File: config.mk
export PLATFORM = sky130hd
export DESIGN_NAME = conv2d_3x3_channel_sequencer
export DESIGN_NICKNAME = d
export VERILOG_FILES = /design/src/rtl/conv2d_3x3_channel_sequencer.sv
export SDC_FILE = /design/constraint.sdc
export NUM_CORES = 1
export LEC_CHECK = 0
export BUFFER_PORTS_ARGS = -buffer_cell sky130_fd_sc_hd__buf_2
export CORE_AREA = 2 2 179 181
export DETAILED_ROUTE_END_ITERATION = 6
export DIE_AREA = 0 0 181 183
export HOLD_SLACK_MARGIN = 0.06
export PLACE_DENSITY = 0.75
export SYNTH_ARGS = -nofsm -noshare
export SYNTH_HDL_FRONTEND = slang
export SYNTH_SLANG_ARGS = --single-unit
File: constraint.sdc
create_clock -name clk -period 2 [get_ports clk]
set_input_delay 0.2 -clock clk [delete_from_list [all_inputs] [get_ports clk]]
set_output_delay 0.2 -clock clk [all_outputs]
set_load 0.02 [all_outputs]
File: src/rtl/conv2d_3x3_channel_sequencer.sv
// conv2d_3x3_channel_sequencer
// Runs one shared 3x3 convolution datapath once per filter pass. Each pass
// loads nine kernel weights, streams one frame of pixels into the datapath
// and waits for the same number of results to return. Every result is tagged
// with its pass index, and done pulses once after the last pass.
//
// Ports
//   clk, rst            clock (rising edge), synchronous active-low reset
//   start               job request, only looked at in IDLE
//   busy, done          job in progress / one-cycle end-of-job pulse
//   W_Data_In/W_Valid_In/W_Ready         weight stream (valid/ready)
//   Pix_Data_In/Pix_Valid_In/Pix_Ready   pixel stream, raster order
//   Conv_Data_Out/Conv_Valid_Out         registered pixel to the datapath
//   Kernel_Flat         nine weights, Kernel0 in the least significant word
//   Conv_Data_In/Conv_Valid_In           result from the datapath
//   Res_Data_Out/Res_Valid_Out/Res_Ch_Out registered result and its pass
//   Ch_Idx              current pass index
//   Err_Out             sticky protocol error, cleared by the next start
module conv2d_3x3_channel_sequencer #(
    parameter int  IMG_WIDHT  = 30,
    parameter int  IMG_HEIGHT = 30,
    parameter int  NUM_CH     = 4,
    parameter int  DATA_WIDHT = 32,
    localparam int NPIX       = IMG_WIDHT * IMG_HEIGHT,
    localparam int CNT_W      = $clog2(NPIX + 1),
    localparam int CH_W       = (NUM_CH > 1) ? $clog2(NUM_CH) : 1
) (
    input  logic                    clk,
    input  logic                    rst,
    input  logic                    start,
    output logic                    busy,
    output logic                    done,
    input  logic [DATA_WIDHT-1:0]   W_Data_In,
    input  logic                    W_Valid_In,
    output logic                    W_Ready,
    input  logic [DATA_WIDHT-1:0]   Pix_Data_In,
    input  logic                    Pix_Valid_In,
    output logic                    Pix_Ready,
    output logic [DATA_WIDHT-1:0]   Conv_Data_Out,
    output logic                    Conv_Valid_Out,
    output logic [9*DATA_WIDHT-1:0] Kernel_Flat,
    input  logic [DATA_WIDHT-1:0]   Conv_Data_In,
    input  logic                    Conv_Valid_In,
    output logic [DATA_WIDHT-1:0]   Res_Data_Out,
    output logic                    Res_Valid_Out,
    output logic [CH_W-1:0]         Res_Ch_Out,
    output logic [CH_W-1:0]         Ch_Idx,
    output logic                    Err_Out
);

    typedef enum logic [2:0] {
        S_IDLE,
        S_LOAD_W,
        S_STREAM,
        S_DRAIN,
        S_DONE
    } state_t;

    state_t                 state_q, state_d;
    logic [3:0]             wcnt_q;
    logic [CNT_W-1:0]       pcnt_q;
    logic [CNT_W-1:0]       ocnt_q;
    logic [CH_W-1:0]        ch_q;
    logic [DATA_WIDHT-1:0]  conv_data_q;
    logic                   conv_valid_q;
    logic [DATA_WIDHT-1:0]  res_data_q;
    logic                   res_valid_q;
    logic [CH_W-1:0]        res_ch_q;
    logic                   err_q;

    logic job_start, w_fire, p_fire, in_pass, ocnt_full, res_count;
    logic last_w, last_pix, last_ch, drain_done, pass_next, err_hit;

    assign job_start = (state_q == S_IDLE) && start;
    assign w_fire    = (state_q == S_LOAD_W) && W_Valid_In;
    assign p_fire    = (state_q == S_STREAM) && Pix_Valid_In;
    assign in_pass   = (state_q == S_LOAD_W) || (state_q == S_STREAM) || (state_q == S_DRAIN);
    assign ocnt_full = (ocnt_q == CNT_W'(NPIX));
    // A result beyond the frame size is forwarded but never counted.
    assign res_count = Conv_Valid_In && in_pass && !ocnt_full;
    assign last_w    = (wcnt_q == 4'd8);
    assign last_pix  = (pcnt_q == CNT_W'(NPIX - 1));
    assign last_ch   = (ch_q == CH_W'(NUM_CH - 1));
    // The pass ends as soon as the final result is seen, including a result
    // arriving in this very cycle.
    assign drain_done = (state_q == S_DRAIN) &&
                        (ocnt_full || (res_count && (ocnt_q == CNT_W'(NPIX - 1))));
    assign pass_next  = drain_done && !last_ch;
    assign err_hit    = Conv_Valid_In &&
                        ((state_q == S_IDLE) || (state_q == S_DONE) ||
                         ((state_q == S_LOAD_W) && (ch_q == '0)) || ocnt_full);

    always_comb begin
        state_d = state_q;
        case (state_q)
            S_IDLE:   if (start) state_d = S_LOAD_W;
            S_LOAD_W: if (w_fire && last_w) state_d = S_STREAM;
            S_STREAM: if (p_fire && last_pix) state_d = S_DRAIN;
            S_DRAIN:  if (drain_done) state_d = last_ch ? S_DONE : S_LOAD_W;
            S_DONE:   state_d = S_IDLE;
            default:  state_d = S_IDLE;
        endcase
    end

    always_ff @(posedge clk) begin
        if (!rst) begin
            state_q      <= S_IDLE;
            wcnt_q       <= '0;
            pcnt_q       <= '0;
            ocnt_q       <= '0;
            ch_q         <= '0;
            conv_data_q  <= '0;
            conv_valid_q <= 1'b0;
            res_data_q   <= '0;
            res_valid_q  <= 1'b0;
            res_ch_q     <= '0;
            err_q        <= 1'b0;
        end else begin
            state_q <= state_d;

            if (job_start) begin
                wcnt_q <= '0;
                pcnt_q <= '0;
                ocnt_q <= '0;
                ch_q   <= '0;
            end

            if (w_fire) begin
                wcnt_q <= last_w ? 4'd0 : wcnt_q + 4'd1;
            end

            if (p_fire) begin
                pcnt_q <= pcnt_q + CNT_W'(1);
            end

            if (pass_next) begin
                ch_q   <= ch_q + CH_W'(1);
                pcnt_q <= '0;
                ocnt_q <= '0;
            end else if (res_count) begin
                ocnt_q <= ocnt_q + CNT_W'(1);
            end

            // One-cycle pixel register in front of the datapath; data holds
            // when nothing is accepted.
            conv_valid_q <= p_fire;
            if (p_fire) begin
                conv_data_q <= Pix_Data_In;
            end

            res_valid_q <= Conv_Valid_In;
            res_data_q  <= Conv_Data_In;
            res_ch_q    <= ch_q;

            // A violation in the same cycle as start wins over the clear.
            if (err_hit) begin
                err_q <= 1'b1;
            end else if (job_start) begin
                err_q <= 1'b0;
            end
        end
    end

    genvar gi;
    generate
        for (gi = 0; gi < 9; gi++) begin : g_kernel
            logic [DATA_WIDHT-1:0] kernel_q;
            always_ff @(posedge clk) begin
                if (!rst) begin
                    kernel_q <= '0;
                end else if (w_fire && (wcnt_q == 4'(gi))) begin
                    kernel_q <= W_Data_In;
                end
            end
            assign Kernel_Flat[gi*DATA_WIDHT +: DATA_WIDHT] = kernel_q;
        end
    endgenerate

    assign busy           = (state_q != S_IDLE);
    assign done           = (state_q == S_DONE);
    assign W_Ready        = (state_q == S_LOAD_W);
    assign Pix_Ready      = (state_q == S_STREAM);
    assign Conv_Data_Out  = conv_data_q;
    assign Conv_Valid_Out = conv_valid_q;
    assign Res_Data_Out   = res_data_q;
    assign Res_Valid_Out  = res_valid_q;
    assign Res_Ch_Out     = res_ch_q;
    assign Ch_Idx         = ch_q;
    assign Err_Out        = err_q;

endmodule

==> impl_metrics.env <==
export IMPL_yosysTopAreaCell="dfxtp_1"
export IMPL_yosysMostFrequentCell="nand2_1"
export IMPL_cp_data_required_time_ns=1.80
export IMPL_synth_cell_types=44
export IMPL_hold_class="in2reg"
export IMPL_synth_cells=1733
export IMPL_synth_edf_count=0
export IMPL_die_x_um=181
export IMPL_finalClockSkew_ns=0.01473
export IMPL_vdd_ir_drop_max_uv=655.1
export IMPL_cp_slowest_stage_delay_ns=0.34
export IMPL_drive_gt1_share_pct=26.18
export IMPL_yosys_warnings=0
export IMPL_drtAntennaViolNets=0
export IMPL_nets=2334
export IMPL_power_internal_w=0.01299
export IMPL_die_h_um=183
export IMPL_comb_power_share_pct=5.9
export IMPL_io_buffer_count=464
export IMPL_fill_cells=2666
export IMPL_antenna_cells=0
export IMPL_synthArstFlopShare_pct=0
export IMPL_ys_ff_latch=386
export IMPL_die_area_sq_mm=0.03312
export IMPL_max_cap_violations=0
export IMPL_drt_initial_drc_count=849
export IMPL_rsz0062_at_grt="false"
export IMPL_p_clk_share_pct=47.2
export IMPL_p_sw_w=0.003621
export IMPL_cts_made_buffers=41
export IMPL_cp_max_fo=9
export IMPL_htreeDepth=2
export IMPL_cts_tree="built"
export IMPL_cpMaxStageDelayCell="dfxtp_1"
export IMPL_initial_core_util_pct=47.26
export IMPL_period_needed_ns=1.851
export IMPL_grt_max_degree=86
export IMPL_synthToLayoutAreaGrowth_pct=33.03
export IMPL_startpoint_type="flip-flop"
export IMPL_worstMarginPinSlew_ns=0.6202
export IMPL_core_area_sq_mm=0.03123
export IMPL_cts_buffer_depth=3
export IMPL_sw_frac_of_total_pct=21.80
export IMPL_yosysSeqAreaShare_pct=52.36
export IMPL_finalNonFillerCells=2656
export IMPL_grt_pass1_wl_mm=74.74
export IMPL_drtPass1Iterations=7
export IMPL_grt_overflow=0
export IMPL_grt_total_usage_pct=28.39
export IMPL_critPathCaptureType="output port"
export IMPL_post_place_cells=2489
export IMPL_routabilityCongestion=0.8602
export IMPL_synth_top_area_share_pct=52.36
export IMPL_numClockSinks=386
export IMPL_totalWireLength_mm=48.50
export IMPL_drc=0
export IMPL_leakagePower_nw=8.321
export IMPL_synth_area_leaders="dfxtp_1 52%, nand2_1 17%, a21boi_1 9.9%"
export IMPL_crit_chain="buf_4, nor2_1, and2_1, buf_2"
export IMPL_fin_tns_setup_ns=0
export IMPL_synth_common_cells="669 x nand2_1, 386 x dfxtp_1, 195 x a21boi_1, 127 x a21boi_0, 70 x clkbuf_1"
export IMPL_setup_violations=0
export IMPL_timing_final_crit_share_pct=92.53
export IMPL_wire_per_inst_um=18.26
export IMPL_rows=65
export IMPL_outcome="complete, no violations"
export IMPL_finalHoldViolations=0
export IMPL_clockRootBuffer="clkbuf_16"
export IMPL_viasPerCell=5.167
export IMPL_relSlewSlack_pct=58.55
export IMPL_path_class="reg2out"
export IMPL_synthesis_area_sq_mm=0.01476
export IMPL_powerDensity_mw_per_mm2=846.1
export IMPL_ys_flop_type="dfxtp_1"
export IMPL_path_clk_slew_ns=0.06
export IMPL_seqPwrFrac_pct=46.9
export IMPL_via_count=13720
export IMPL_first_global_vias=13620
export IMPL_synth_avg_cell_area_sq_um=8.517
export IMPL_finalMaxSlewViolations=0
export IMPL_r2r_slack_ns=0.19
export IMPL_arrival_ns=1.65
export IMPL_hpwlAfterDp_mm=32.00
export IMPL_antenna_found_initial=0
export IMPL_synth_nets=1844
export IMPL_clk_latency_ns=0.52
export IMPL_fmax_mhz=540.4
export IMPL_pin_count=465
-- registers in the layout (all words and copies together), names as in the netlist --
signal,flops
g_kernel.kernel_q,288
Conv_Data_Out,32
Res_Data_Out,32
ocnt_q,10
pcnt_q,10
wcnt_q,4
state_q,3
Ch_Idx,2
Res_Ch_Out,2
Conv_Valid_Out,1
Err_Out,1
Res_Valid_Out,1
-- kinds of logic after synthesis --
| group | synth area share, % |
|---|---|
| AND/OR/NAND/NOR | 22.97 |
| flip-flops | 52.36 |
| AO/OA/AOI/OAI | 18.02 |
| buffers and inverters | 5.519 |
| adder cells (fa/ha/maj) | 0.7630 |
| multiplexers | 0.3052 |
| XOR/XNOR | 0.05935 |
-- worst max-delay path, delay by kind of cell, from the launching register on --
kind / cells / cell delay [ns]
and+or+nand+nor: 2 / 0.45
buffers and inverters: 2 / 0.35
DFF: 1 / 0.34
-- path summary, 6_finish.rpt --
path,to,depth (start not counted),from
hold reg to reg,g_kernel[3].kernel_q[21]$_SDFFE_PN0P_,2,g_kernel[3].kernel_q[21]$_SDFFE_PN0P_
setup reg to reg,g_kernel[4].kernel_q[24]$_SDFFE_PN0P_,6,state_q[1]$_SDFFE_PN0P_
hold / removal,g_kernel[4].kernel_q[23]$_SDFFE_PN0P_,3,W_Data_In[23]
setup / recovery,done,4,state_q[0]$_SDFFE_PN0P_
-- cell type report --
class	count	area (sq um)	area share, %
flip-flops and latches	386	7727	39.36
repair buffers	599	3740	19.05
clock buffers	61	1201	6.118
inverters	7	26.28	0.1338
well taps	402	503.0	2.562
clock inverters	13	202.7	1.032
multi-input cells	1188	6233	31.75
-- routing by layer --
layer	GRT usage, %	routed length (um)	vias up
met5	0	0	-
met4	12.33	1989	0
met3	6.593	3904	125
met2	50.51	23610	595
met1	32.73	19000	6445
li1	-	-	6559
-- through the flow --
step           hold slack [ns]  power (W)  setup slack [ns]  area, sq um  utilization, %
3_5_place_dp            0.4088   0.008782            0.1213        17300           55.38
4_1_cts                0.06232    0.01671            0.1043        19630           62.86
5_1_grt                0.07021    0.01715           0.01071        19630           62.87
3_3_place_gp            0.4049   0.008767            0.2563        17300           55.38
6_report               0.07767    0.01661            0.1495        19630           62.87
2_1_floorplan           0.3217   0.008441            0.4123        14760               -
-- placed cells by master, fill, tap and decap left out, drive strengths merged, types with 2 or more instances in the layout --
| cell type | count |
|---|---|
| nand3 | 19 |
| a21boi | 322 |
| nand4 | 4 |
| nand2b | 6 |
| a31oi | 6 |
| clkbuf | 62 |
| nand4bb | 2 |
| nor3 | 5 |
| dlygate4sd3 | 93 |
| nor3b | 2 |
| and2 | 48 |
| and3 | 4 |
| o21ai | 7 |
| nor2 | 27 |
| inv | 9 |
| a21oi | 15 |
| or2 | 3 |
| mux2 | 4 |
| nor2b | 2 |
| nand2 | 669 |
| bufinv | 5 |
| ha | 9 |
| buf | 505 |
| dfxtp | 386 |
| or3 | 8 |
| o31a | 2 |
| o211ai | 2 |
| nor4 | 4 |
| clkinvlp | 2 |
| nand3b | 8 |
| clkinv | 4 |
| a22oi | 2 |
-- power by group through the flow --
stage	sequential, W	clock, W	combinational, W
floorplan	0.00805	0	0.000386
global placement	0.00796	0	0.000804
detailed placement	0.00797	0	0.000816
CTS	0.00780	0.00796	0.000956
global route	0.00780	0.00832	0.00103
finish	0.00780	0.00784	0.000972
-- repair_timing --
| item | CTS | global route |
|---|---|---|
| endpoints found under the setup margin | 0 | 12 |
| endpoints found under the hold margin | 249 | 0 |
| setup buffers | 0 | 0 |
| gates resized for setup | 0 | 1 |
| hold buffers | 93 | 0 |
No activity file was read; power rests on OpenSTA's default activity.
